File: src/rtl/pipe_pkg.sv
// Shared pipeline-stage definitions: occupancy states and the bubble control value.
// Hazard and forwarding logic reuses these when inspecting occ_o.
package pipe_pkg;

    typedef enum logic [1:0] {
        EMPTY = 2'd0,
        ONE   = 2'd1,
        TWO   = 2'd2
    } pipe_state_e;

    // Replicated across the control field width wherever a bubble is formed.
    localparam logic BUBBLE_CTRL = 1'b0;

endpackage

File: src/rtl/pipe_slot.sv
// One pipeline-stage entry: control + payload register with a valid bit.
// Clear squashes the entry into a bubble but leaves the payload untouched.
module pipe_slot
    import pipe_pkg::*;
#(
    parameter int unsigned CTRL_W = 8,
    parameter int unsigned DATA_W = 64
) (
    input  logic              clk_i,
    input  logic              rst_i,
    input  logic              clr_i,
    input  logic              ld_i,
    input  logic [CTRL_W-1:0] ctrl_d,
    input  logic [DATA_W-1:0] data_d,
    output logic              vld_q,
    output logic [CTRL_W-1:0] ctrl_q,
    output logic [DATA_W-1:0] data_q
);

    always_ff @(posedge clk_i or posedge rst_i) begin
        if (rst_i) begin
            vld_q  <= 1'b0;
            ctrl_q <= {CTRL_W{BUBBLE_CTRL}};
            data_q <= '0;
        end else if (clr_i) begin
            vld_q  <= 1'b0;
            ctrl_q <= {CTRL_W{BUBBLE_CTRL}};
        end else if (ld_i) begin
            vld_q  <= 1'b1;
            ctrl_q <= ctrl_d;
            data_q <= data_d;
        end
    end

endmodule

File: src/rtl/pipe_stage_elastic.sv
// Elastic pipeline-stage register with valid/ready handshake and sync flush.
// SKID=1 adds an overflow slot so in_ready_o comes straight from a flop.
module pipe_stage_elastic
    import pipe_pkg::*;
#(
    parameter int unsigned CTRL_W = 8,
    parameter int unsigned DATA_W = 64,
    parameter int unsigned SKID   = 1
) (
    input  logic              clk_i,
    input  logic              rst_i,
    input  logic              flush_i,
    input  logic              in_valid_i,
    output logic              in_ready_o,
    input  logic [CTRL_W-1:0] in_ctrl_i,
    input  logic [DATA_W-1:0] in_data_i,
    output logic              out_valid_o,
    input  logic              out_ready_i,
    output logic [CTRL_W-1:0] out_ctrl_o,
    output logic [DATA_W-1:0] out_data_o,
    output logic [1:0]        occ_o
);

    logic              accept;
    logic              emit;
    logic              main_ld;
    logic              main_clr;
    logic              main_vld;
    logic [CTRL_W-1:0] main_ctrl;
    logic [DATA_W-1:0] main_data;
    logic [CTRL_W-1:0] main_ctrl_d;
    logic [DATA_W-1:0] main_data_d;

    assign accept = in_valid_i & in_ready_o;
    assign emit   = out_valid_o & out_ready_i;

    // Main slot always drives the outputs.
    pipe_slot #(.CTRL_W(CTRL_W), .DATA_W(DATA_W)) u_main (
        .clk_i  (clk_i),
        .rst_i  (rst_i),
        .clr_i  (main_clr),
        .ld_i   (main_ld),
        .ctrl_d (main_ctrl_d),
        .data_d (main_data_d),
        .vld_q  (main_vld),
        .ctrl_q (main_ctrl),
        .data_q (main_data)
    );

    assign out_valid_o = main_vld;
    assign out_ctrl_o  = main_vld ? main_ctrl : {CTRL_W{BUBBLE_CTRL}};
    assign out_data_o  = main_data;

    if (SKID != 0) begin : g_skid
        pipe_state_e       state_q;
        pipe_state_e       state_d;
        logic              ready_q;
        logic              main_from_skid;
        logic              skid_ld;
        logic              skid_clr;
        logic              skid_vld;
        logic [CTRL_W-1:0] skid_ctrl;
        logic [DATA_W-1:0] skid_data;

        pipe_slot #(.CTRL_W(CTRL_W), .DATA_W(DATA_W)) u_skid (
            .clk_i  (clk_i),
            .rst_i  (rst_i),
            .clr_i  (skid_clr),
            .ld_i   (skid_ld),
            .ctrl_d (in_ctrl_i),
            .data_d (in_data_i),
            .vld_q  (skid_vld),
            .ctrl_q (skid_ctrl),
            .data_q (skid_data)
        );

        always_ff @(posedge clk_i or posedge rst_i) begin
            if (rst_i) begin
                state_q <= EMPTY;
                ready_q <= 1'b0;
            end else begin
                state_q <= state_d;
                ready_q <= (state_d != TWO);
            end
        end

        // Flush overrides every accept/emit transition.
        always_comb begin
            state_d        = state_q;
            main_ld        = 1'b0;
            main_clr       = 1'b0;
            main_from_skid = 1'b0;
            skid_ld        = 1'b0;
            skid_clr       = 1'b0;
            if (flush_i) begin
                state_d  = EMPTY;
                main_clr = 1'b1;
                skid_clr = 1'b1;
            end else begin
                case (state_q)
                    EMPTY: begin
                        if (accept) begin
                            main_ld = 1'b1;
                            state_d = ONE;
                        end
                    end
                    ONE: begin
                        if (accept && emit) begin
                            main_ld = 1'b1;
                        end else if (accept) begin
                            skid_ld = 1'b1;
                            state_d = TWO;
                        end else if (emit) begin
                            main_clr = 1'b1;
                            state_d  = EMPTY;
                        end
                    end
                    TWO: begin
                        if (emit) begin
                            main_ld        = 1'b1;
                            main_from_skid = 1'b1;
                            skid_clr       = 1'b1;
                            state_d        = ONE;
                        end
                    end
                    default: state_d = EMPTY;
                endcase
            end
        end

        assign main_ctrl_d = main_from_skid ? skid_ctrl : in_ctrl_i;
        assign main_data_d = main_from_skid ? skid_data : in_data_i;
        assign in_ready_o  = ready_q;
        // Skid is only ever occupied on top of an occupied main slot.
        assign occ_o       = {skid_vld, main_vld & ~skid_vld};
    end else begin : g_single
        // Accept and emit in one cycle simply replaces the slot contents.
        assign in_ready_o  = ~rst_i & (~main_vld | out_ready_i);
        assign main_ld     = accept & ~flush_i;
        assign main_clr    = flush_i | (emit & ~accept);
        assign main_ctrl_d = in_ctrl_i;
        assign main_data_d = in_data_i;
        assign occ_o       = {1'b0, main_vld};
    end

endmodule

File: config.mk
export PLATFORM = sky130hd
export DESIGN_NAME = pipe_stage_elastic
export DESIGN_NICKNAME = d
export VERILOG_FILES = /design/src/rtl/pipe_pkg.sv /design/src/rtl/pipe_slot.sv /design/src/rtl/pipe_stage_elastic.sv
export SDC_FILE = /design/constraint.sdc
export NUM_CORES = 1
export LEC_CHECK = 0
export ABC_AREA = 1
export CAP_MARGIN = 20
export CORE_UTILIZATION = 50
export DETAILED_ROUTE_END_ITERATION = 10
export PLACE_DENSITY = 0.76
export SLEW_MARGIN = 20
export SYNTH_ARGS = -nofsm -noshare
export SYNTH_HDL_FRONTEND = slang
export SYNTH_SLANG_ARGS = --single-unit
export TNS_END_PERCENT = 20
File: constraint.sdc
create_clock -name clk_i -period 6.12 [get_ports clk_i]
set_input_delay 1.224 -clock clk_i [delete_from_list [all_inputs] [get_ports clk_i]]
set_output_delay 1.224 -clock clk_i [all_outputs]
set_load 0.01 [all_outputs]
* Yosys cells after proc, flatten, opt, wreduce, memory -nomap -nowiden
Cells that the tools add are included.
Widths: inputs -> output; s select.
** Word-level totals
- Input bits :: 77
- Output and inout port bits :: 76
- Register bits :: 149
- Word-level logic and storage cells :: 56
** Operators by class
- Reductions and logical operators :: 6
- Bitwise logic cells :: 6
- Eq/ne operators :: 3
- Muxes and demuxes :: 33
** Operators with widths (count)
- $mux 64 :: 1
- $mux 8 :: 6
- $mux 1 :: 18
- $mux 2 :: 6
- $pmux 2 s3 :: 1
- $reduce_and 2->1 :: 2
- $reduce_bool 2->1 :: 2
- $and 1x1->1 :: 3
- $not 1->1 :: 3
- $pmux 1 s3 :: 1
- $eq 2x1->1 const B :: 1
- $eq 2x2->1 const B :: 1
- $logic_not 2->1 :: 1
- $ne 2x2->1 const B :: 1
- $logic_and 1x1->1 :: 1

* Longest topological paths before layout
Gate-level depths: netlist of run 1.
- Word-level depth :: 8
- Gate-level depth with buffers :: 10
- Depth with buffers taken out :: 8

* Cells and area by module
Synthesis of run 1 repeated with hierarchy kept, for this count alone.
** Unflattened totals
- Cells, all modules :: 927
- Area, all modules :: 7258.2 um2
** By module, submodules not included
- pipe_slot :: cells each 318, sequential area each 1826.8 um2, times used 2, area an instance 2947.8 um2
- pipe_stage_elastic :: cells each 291, sequential area each 75.1 um2, times used 1, area an instance 1362.6 um2

* Worst setup path after synthesis of run 1
OpenSTA, ideal clock, no wires.
- Path type :: input -> register
- Start point :: in in_valid_i
- End point :: reg g_skid.u_skid.data_q[0]
- Arrival :: 1975 ps
- Setup time :: 116 ps
- Stages on the path :: 7
- Buffers on the path :: 2
- Required time :: 6004 ps
- Setup slack :: 4028 ps
- Cell sequence :: nand2_1 inv_1 nand4_1 buf_2 buf_2 nand2_1 nand2_1
** On the way
- Longest elaborated chain between the ends :: 6
- Elaborated cells on any way between the ends :: 7
- Classes of those cells :: mux (4); bitwise (1); reduce/logical (2)
** RTL lines
- start, declared :: RTL line pipe_stage_elastic.sv:13 : input logic in_valid_i,
- $and 1x1->1 (*) :: RTL line pipe_stage_elastic.sv:34 : assign accept = in_valid_i & in_ready_o;
- $mux 1 / $logic_and 1x1->1 (equally long branches) :: RTL line pipe_stage_elastic.sv:110, pipe_stage_elastic.sv:108
- $mux 1 (*) :: RTL line pipe_stage_elastic.sv:108 : if (accept && emit) begin
- $mux 1 (*) :: RTL line pipe_stage_elastic.sv:100 : case (state_q)
- $mux 1 (*) :: RTL line pipe_stage_elastic.sv:95 : if (flush_i) begin
- $reduce_and 2->1 (no line) (*)
- end signal, assigned :: RTL line pipe_slot.sv:31 : data_q <= data_d;
- end, declared :: RTL line pipe_slot.sv:17 : output logic [DATA_W-1:0] data_q
Mark *: on every way between the ends. The rest lies on a longest branch, timed or not.
A chain may end at the register's enable or synchronous reset.

* Worst setup path in the final report of run 1
- Start point :: in out_ready_i
- End point :: reg g_skid.u_skid.vld_q
** On the way
- Longest elaborated chain between the ends :: 6
- Elaborated cells on any way between the ends :: 10
- Classes of those cells :: mux (7); bitwise (1); reduce/logical (2)
** RTL lines
- start, declared :: RTL line pipe_stage_elastic.sv:18 : input logic out_ready_i,
- $and 1x1->1 (*) :: RTL line pipe_stage_elastic.sv:35 : assign emit = out_valid_o & out_ready_i;
- $logic_and 1x1->1 :: RTL line pipe_stage_elastic.sv:108
- $mux 1 :: RTL line pipe_stage_elastic.sv:108
- $mux 1 :: RTL line pipe_stage_elastic.sv:100
- $mux 1 :: RTL line pipe_stage_elastic.sv:95
- $reduce_bool 2->1 (no line)
- end signal, assigned :: RTL line pipe_slot.sv:22 : vld_q <= 1'b0;
- end signal, assigned :: RTL line pipe_slot.sv:26 : vld_q <= 1'b0;
- end signal, assigned :: RTL line pipe_slot.sv:29 : vld_q <= 1'b1;
- end, declared :: RTL line pipe_slot.sv:15 : output logic vld_q,
Marks and branches as above.

==> flow_summary.rst, run 1 <==
.. list-table::
   :header-rows: 1

   * - Metric
     - Value
   * - Data arrival, critical path
     - 3600 ps
   * - Total detailed-routing wirelength
     - 16910 um
   * - Final layout net count
     - 1106
   * - Delay-heaviest family, CP
     - simple AND/OR/NAND/NOR gates
   * - Die boundary height
     - 119.0 um
   * - Maximum clock rate
     - about 300 MHz
   * - Highest cell delay on the worst timing path
     - 800 ps
   * - CTS Buffer Depth
     - 2
   * - Final Cycle Share
     - 0.5449
   * - Final Worst Setup Slack
     - 2785 ps
   * - Cell row count
     - 42
   * - Buffers plus inverters on the worst setup path
     - 2
   * - Vias in the first global route
     - ~5700
   * - Synth warn
     - 0
   * - Global-route total usage across every layer
     - 0.2535
   * - First-pass iteration count of the detailed router
     - 5
   * - Post-synth net total
     - roughly 980
   * - Number of clock sinks seen by CTS
     - 149
   * - Data required time at the worst endpoint
     - around 6400 ps
   * - Total of hold buffers inserted after clock tree synthesis
     - 0
   * - Count of buffers inserted at the top-level ports
     - 152
   * - Detailed-route wire length per cell
     - 13.89 um
   * - Clock Skews
     - 6.244 ps
   * - Count of final hold-check violations
     - 0
   * - Inserted Diodes
     - 0
   * - HPWL after DPL
     - 9834 um
   * - Final-report max-slew violation count
     - 0
   * - Worst setup SP type
     - input port
   * - DIE AREA
     - 0.01416 mm2
   * - Buffer type at the clock tree root
     - clkbuf_16
   * - Number of antenna violations at the first check in global routing
     - 0
   * - Hold WC Path Type
     - reg -> reg
   * - Post-route setup TNS
     - 0 ps
   * - Core region area
     - about 0.013 mm2
   * - Chip width
     - 119.0 um
   * - Sequence of cells on the critical path
     - clkdlybuf4s50_1, nand2_4, nor2_4, buf_4, nor2_1, nand3_1, nand2_1
   * - Distinct cell type count of the synthesized netlist
     - 17
   * - Share of synthesized area occupied by flip-flops and latches
     - 0.5450
   * - Post-CTS Resized
     - 0
   * - Largest net degree at the start of global routing
     - 113
   * - Cells after DPL
     - 1186
   * - Cells after Synth
     - 905
   * - Clock tree from TritonCTS
     - done
   * - Top fanout value on the critical path
     - 44
   * - Fraction of layout instances using a drive strength above 1
     - 0.04607
   * - Starting density of the core
     - 0.5146
   * - Antenna Violating Nets Remaining
     - 0
   * - Global placer's final weighted congestion
     - 0.7672
   * - Post-placement setup slack
     - between 2000 and 2500 ps
   * - Kind of end point of the critical path
     - register
   * - Max_slew headroom
     - 0.3338
   * - Boundary Pins
     - 153
   * - Vias
     - 6091
   * - Worst Path Class, Setup
     - in -> reg
   * - Layout filler cell count
     - 1143
   * - Reported leakage power
     - approximately 4.8 nW
   * - # Post-CTS Setup Buffers
     - 0
   * - Clk_lat worst skew
     - 420 ps
   * - Average via count per standard cell
     - 5.001
   * - Post-synthesis instance area
     - 0.006842 mm2
   * - Slack of the worst reg-to-reg path
     - 3430 ps
   * - CTS H-tree depth
     - 4
   * - Clock transition time at the flip-flop clock pins of the worst setup and hold paths
     - ~60 ps
   * - Number of synthesized register bits
     - 149
   * - Status
     - finished, final reports clean
   * - Count of placed standard cells in the final layout, fillers left out
     - approximately 1200
   * - Max-capacitance violation count
     - 0
   * - Setup-failing EPs final
     - 0
   * - Worst IR drop on VDD
     - approximately 0.22 mV
   * - Cell area power density
     - 362.1 mW/mm2
   * - Fin crit period
     - 3335 ps
   * - Cell at the slowest stage of the critical path
     - nor2_4
   * - Total congestion overflow
     - 0
   * - Number of violations reported at the end of detailed-routing iteration 0
     - approximately 550
   * - Avg Cell Area, Syn
     - 7.560 um2
   * - Area grow syn2layout
     - 30.65%
   * - Cts bufs inserted
     - 17
   * - Setup repair after global routing missed its margin
     - no
   * - DRC violations left
     - 0
   * - First-pass GRT wire length
     - ~28000 um
   * - Worst-Margin Slew
     - 996.9 ps
[cell families after synthesis]
family                 share of synthesized area
DFF                                       0.5450
and+or+nand+nor                           0.3926
AOI/OAI and AO/OA                       0.002926
buffers and inverters                    0.05944
[layout make-up]
type                       instances  area (um2)  share of cell area
clock buffer                      23       498.0             0.05571
clock inverter                     9       122.6             0.01372
inverter                          19       78.83            0.008819
multi-input combinational        683        2716              0.3039
sequential                       149        3729              0.4171
tap                              176       220.2             0.02464
timing repair buffer             159        1574              0.1761
[Yosys cell counts, drive strengths merged]
master / count / share of area
nand2: 581 / 0.32
dfrtp: 149 / 0.54
nand3: 92 / 0.068
buf: 50 / 0.047
inv: 19 / 0.010
nor2: 5 / 0.0038
clkbuf: 4 / 0.0022
a21oi: 2 / 0.0015
o21ai: 2 / 0.0015
nand4: 1 / 0.00091
[power breakdown]
part | switching (mW) | total (mW) | internal, mW
registers | 0.159 | 1.43 | 1.27
clock network | 0.394 | 1.09 | 0.692
logic | 0.351 | 0.723 | 0.372
[placed cells by master, fill, tap and decap left out, types with 2 or more instances in the layout]
master / instances
nand2_1: 579
clkdlybuf4s50_1: 152
dfrtp_1: 149
nand3_1: 91
clkbuf_16: 17
inv_1: 13
buf_4: 7
inv_2: 5
clkbuf_8: 5
clkinv_2: 5
nor2_1: 4
bufinv_16: 3
a21oi_1: 2
o21ai_0: 2
[per-layer routing]
layer,up-vias,track usage,wire length (um)
met5,-,0,0
met4,0,0.07753,187
met3,15,0.05939,1263
met2,239,0.4002,7813
met1,2814,0.3477,7650
li1,3023,-,-
[path summary, 6_finish.rpt]
path / from / end / cells past startpoint
min in group asynchronous: rst_i / u_main.data_q[34] / 2
hold reg to reg: u_main.data_q[53] / u_main.data_q[53] / 2
setup reg to reg: u_main.vld_q / g_skid.u_skid.vld_q / 6
setup / recovery: out_ready_i / g_skid.u_skid.vld_q / 7
max in group asynchronous: rst_i / u_main.ctrl_q[2] / 3
hold / removal: u_main.data_q[53] / u_main.data_q[53] / 2
[registers in the layout, summed over array words and instances, names as in the netlist]
signal / flops
u_main.ctrl_q: 8
u_main.vld_q: 1
g_skid.u_skid.vld_q: 1
g_skid.state_q: 2
in_ready_o: 1
u_main.data_q: 64
g_skid.u_skid.ctrl_q: 8
g_skid.u_skid.data_q: 64
[stage by stage]
step,total power [mW],utilization,hold WS [ps],cell area (um2)
final,3.236,0.6723,476.9,8939
after floorplan,1.798,-,449.5,6842
after detailed placement,2.165,0.6254,463.8,8315
after global placement,2.140,0.6254,460.7,8315
after global routing,3.419,0.6723,490.3,8939
after CTS,3.257,0.6721,479.5,8936
[worst min-delay path, stage by stage, from the launching register on]
cell	delay, ps
dfrtp_1	340
nand2_1	50
nand2_1	50
(Power assumes the default switching activity.)
==> run 2: changes to the inputs <==
- clock period: 6.12 -> 3.11 ns (I/O delays scaled with it)
==> flow_summary.rst, run 2 (synthesized netlist as in run 1, its figures left out) <==
.. list-table::
   :header-rows: 1

   * - Metric
     - Value
   * - Worst setup SP type
     - register
   * - Max-capacitance violation count
     - 0 (unchanged)
   * - Delay-heaviest family, CP
     - buffers and inverters
   * - First-pass iteration count of the detailed router
     - 5 (unchanged)
   * - First-pass GRT wire length
     - 27810 um (-2.0%)
   * - Total of hold buffers inserted after clock tree synthesis
     - 0 (unchanged)
   * - Buffers plus inverters on the worst setup path
     - 2 (unchanged)
   * - Most common cell after layout, fill and taps aside
     - nand2_1
   * - Hold WC Path Type
     - reg -> reg
   * - Count of buffers inserted at the top-level ports
     - 152 (unchanged)
   * - Count of placed standard cells in the final layout, fillers left out
     - 1224 (+0.49%)
   * - Largest registers in the final layout
     - g_skid.u_skid.data_q x64, u_main.data_q x64
   * - Vias
     - 6123 (+0.53%)
   * - Routing usage on met2
     - 0.3801 (-0.02010)
   * - Data required time at the worst endpoint
     - 2490 ps (-3900 ps)
   * - Final layout net count
     - 1115 (+0.81%)
   * - Worst Path Class, Setup
     - reg -> out
   * - Instance area after placement
     - 0.008444 mm2 (+1.5%)
   * - DRC violations left
     - 0 (unchanged)
   * - Global placer's final weighted congestion
     - 0.8407 (+9.6%)
   * - Met3 capacity usage during global routing
     - 0.05460 (-0.004789)
   * - Worst IR drop on VDD
     - 0.4036 mV (+83%)
   * - Number of clock sinks seen by CTS
     - 149 (unchanged)
   * - Die boundary height
     - 119.0 um (unchanged)
   * - Core region area
     - 0.01330 mm2 (unchanged)
   * - Antenna Violating Nets Remaining
     - 0 (unchanged)
   * - Data arrival, critical path
     - 1890 ps (-1710 ps)
   * - Cell area power density
     - 688.8 mW/mm2 (+90%)
   * - Worst-Margin Slew
     - 716.5 ps (-280.4 ps)
   * - Area grow syn2layout
     - 31.62%
   * - Post-route setup TNS
     - 0 ps (unchanged)
   * - Detailed-route wire length per cell
     - 13.86 um (-0.19%)
   * - Total detailed-routing wirelength
     - 16970 um (+0.30%)
   * - HPWL after DPL
     - 10530 um (+7.0%)
   * - Number of antenna violations at the first check in global routing
     - 0 (unchanged)
   * - CTS H-tree depth
     - 4 (unchanged)
   * - Buffer type at the clock tree root
     - clkbuf_16
   * - Met1 Usage GRT
     - 0.3494 (+0.001739)
   * - Most frequent cells in the layout
     - 579 x nand2_1, 152 x clkdlybuf4s50_1, 149 x dfrtp_1
   * - Inserted Diodes
     - 0 (unchanged)
   * - Vias in the first global route
     - 5694 (+0.18%)
   * - Cts bufs inserted
     - 17 (unchanged)
   * - Setup-failing EPs final
     - 0 (unchanged)
   * - Boundary Pins
     - 153 (unchanged)
   * - Clk_lat worst skew
     - 420 ps (about the same)
   * - Kind of end point of the critical path
     - output port
   * - Max_slew headroom
     - 0.5206 (+0.1868)
   * - Setup repair after global routing missed its margin
     - no
   * - Cell row count
     - 42 (unchanged)
   * - Reported leakage power
     - 4.844 nW (+0.74%)
   * - Status
     - finished, final reports clean
   * - Cells after DPL
     - 1195 (+0.76%)
   * - Final Cycle Share
     - 0.8069
   * - Starting density of the core
     - 0.5146 (unchanged)
   * - Fin crit period
     - 2509 ps
   * - Sequence of cells on the critical path
     - inv_1, nor2_1, clkdlybuf4s50_1
   * - Maximum clock rate
     - 398.5 MHz
   * - Cell at the slowest stage of the critical path
     - dfrtp_1
   * - CTS Buffer Depth
     - 2 (unchanged)
   * - Clock Skews
     - 5.471 ps (-0.7728 ps)
   * - # Post-CTS Setup Buffers
     - 0 (unchanged)
   * - Clock tree from TritonCTS
     - done
   * - Highest cell delay on the worst timing path
     - 650 ps (-150 ps)
   * - Utilization after layout
     - 0.6773 (+0.004988)
   * - Largest net degree at the start of global routing
     - 74 (-35%)
   * - DIE AREA
     - 0.01416 mm2 (unchanged)
   * - Global-route total usage across every layer
     - 0.2507 (-0.002765)
   * - Layer carrying the most global-route usage
     - met2
   * - Final-report max-slew violation count
     - 0 (unchanged)
   * - Top fanout value on the critical path
     - 11 (-75%)
   * - Total design power
     - 6.203 mW (+92%)
   * - Chip width
     - 119.0 um (unchanged)
   * - Average via count per standard cell
     - 5.002 (about the same)
   * - Post-CTS Resized
     - 0 (unchanged)
   * - Total congestion overflow
     - 0 (unchanged)
   * - Count of final hold-check violations
     - 0 (unchanged)
   * - Clock transition time at the flip-flop clock pins of the worst setup and hold paths
     - 50 ps (about the same)
   * - Post-route standard cell area excluding fillers
     - 0.009005 mm2 (+0.74%)
   * - Number of violations reported at the end of detailed-routing iteration 0
     - 502 (-8.9%)
   * - Fraction of layout instances using a drive strength above 1
     - 0.05057 (+0.004507)
-- run 2: worst paths after layout --
kind                                          start  slack [ps]                  endpoint  cells past startpoint
max                                    u_main.vld_q         600                  occ_o[0]                      3
min                        g_skid.u_skid.data_q[14]         480  g_skid.u_skid.data_q[14]                      2
max reg2reg                            u_main.vld_q        1170         u_main.data_q[22]                      7
min reg2reg                g_skid.u_skid.data_q[14]         480  g_skid.u_skid.data_q[14]                      2
max in group asynchronous                     rst_i        1780         u_main.data_q[21]                      3
min in group asynchronous                     rst_i         600         u_main.data_q[61]                      2
-- run 2: report_power, final --
part / switching (mW) / internal, mW / total [mW]
Sequential: 0.316 / 2.50 / 2.81
Clock: 0.738 / 1.21 / 1.95
Combinational: 0.693 / 0.748 / 1.44
-- run 2: final cells by class --
cell class,count,area [um2]
clock buffers,25,515.5
inverters,19,75.07
multi-input cells,683,2716
clock inverters,4,45.04
well taps,176,220.2
repair buffers,168,1704
flip-flops and latches,149,3729
fillers,1112,4290
-- run 2: metrics by stage --
step | setup WS [ps] | hold slack (ps)
CTS | 606.5 | 479.8
floorplan | 613.0 | 449.5
finish | 600.6 | 476.4
global route | 490.4 | 494.2
global placement | 694.6 | 461.7
detailed placement | 703.0 | 464.3
-- run 2: worst min-delay path, delay by kind of cell (launching register included) --
family           cells  cell delay [ps]
and+or+nand+nor      2              100
DFF                  1              340
-- run 2: per-layer routing --
layer	vias to the layer above	share of wire
met5	-	0
met4	0	0.022
met3	22	0.062
met2	217	0.45
met1	2854	0.46
li1	3030	-
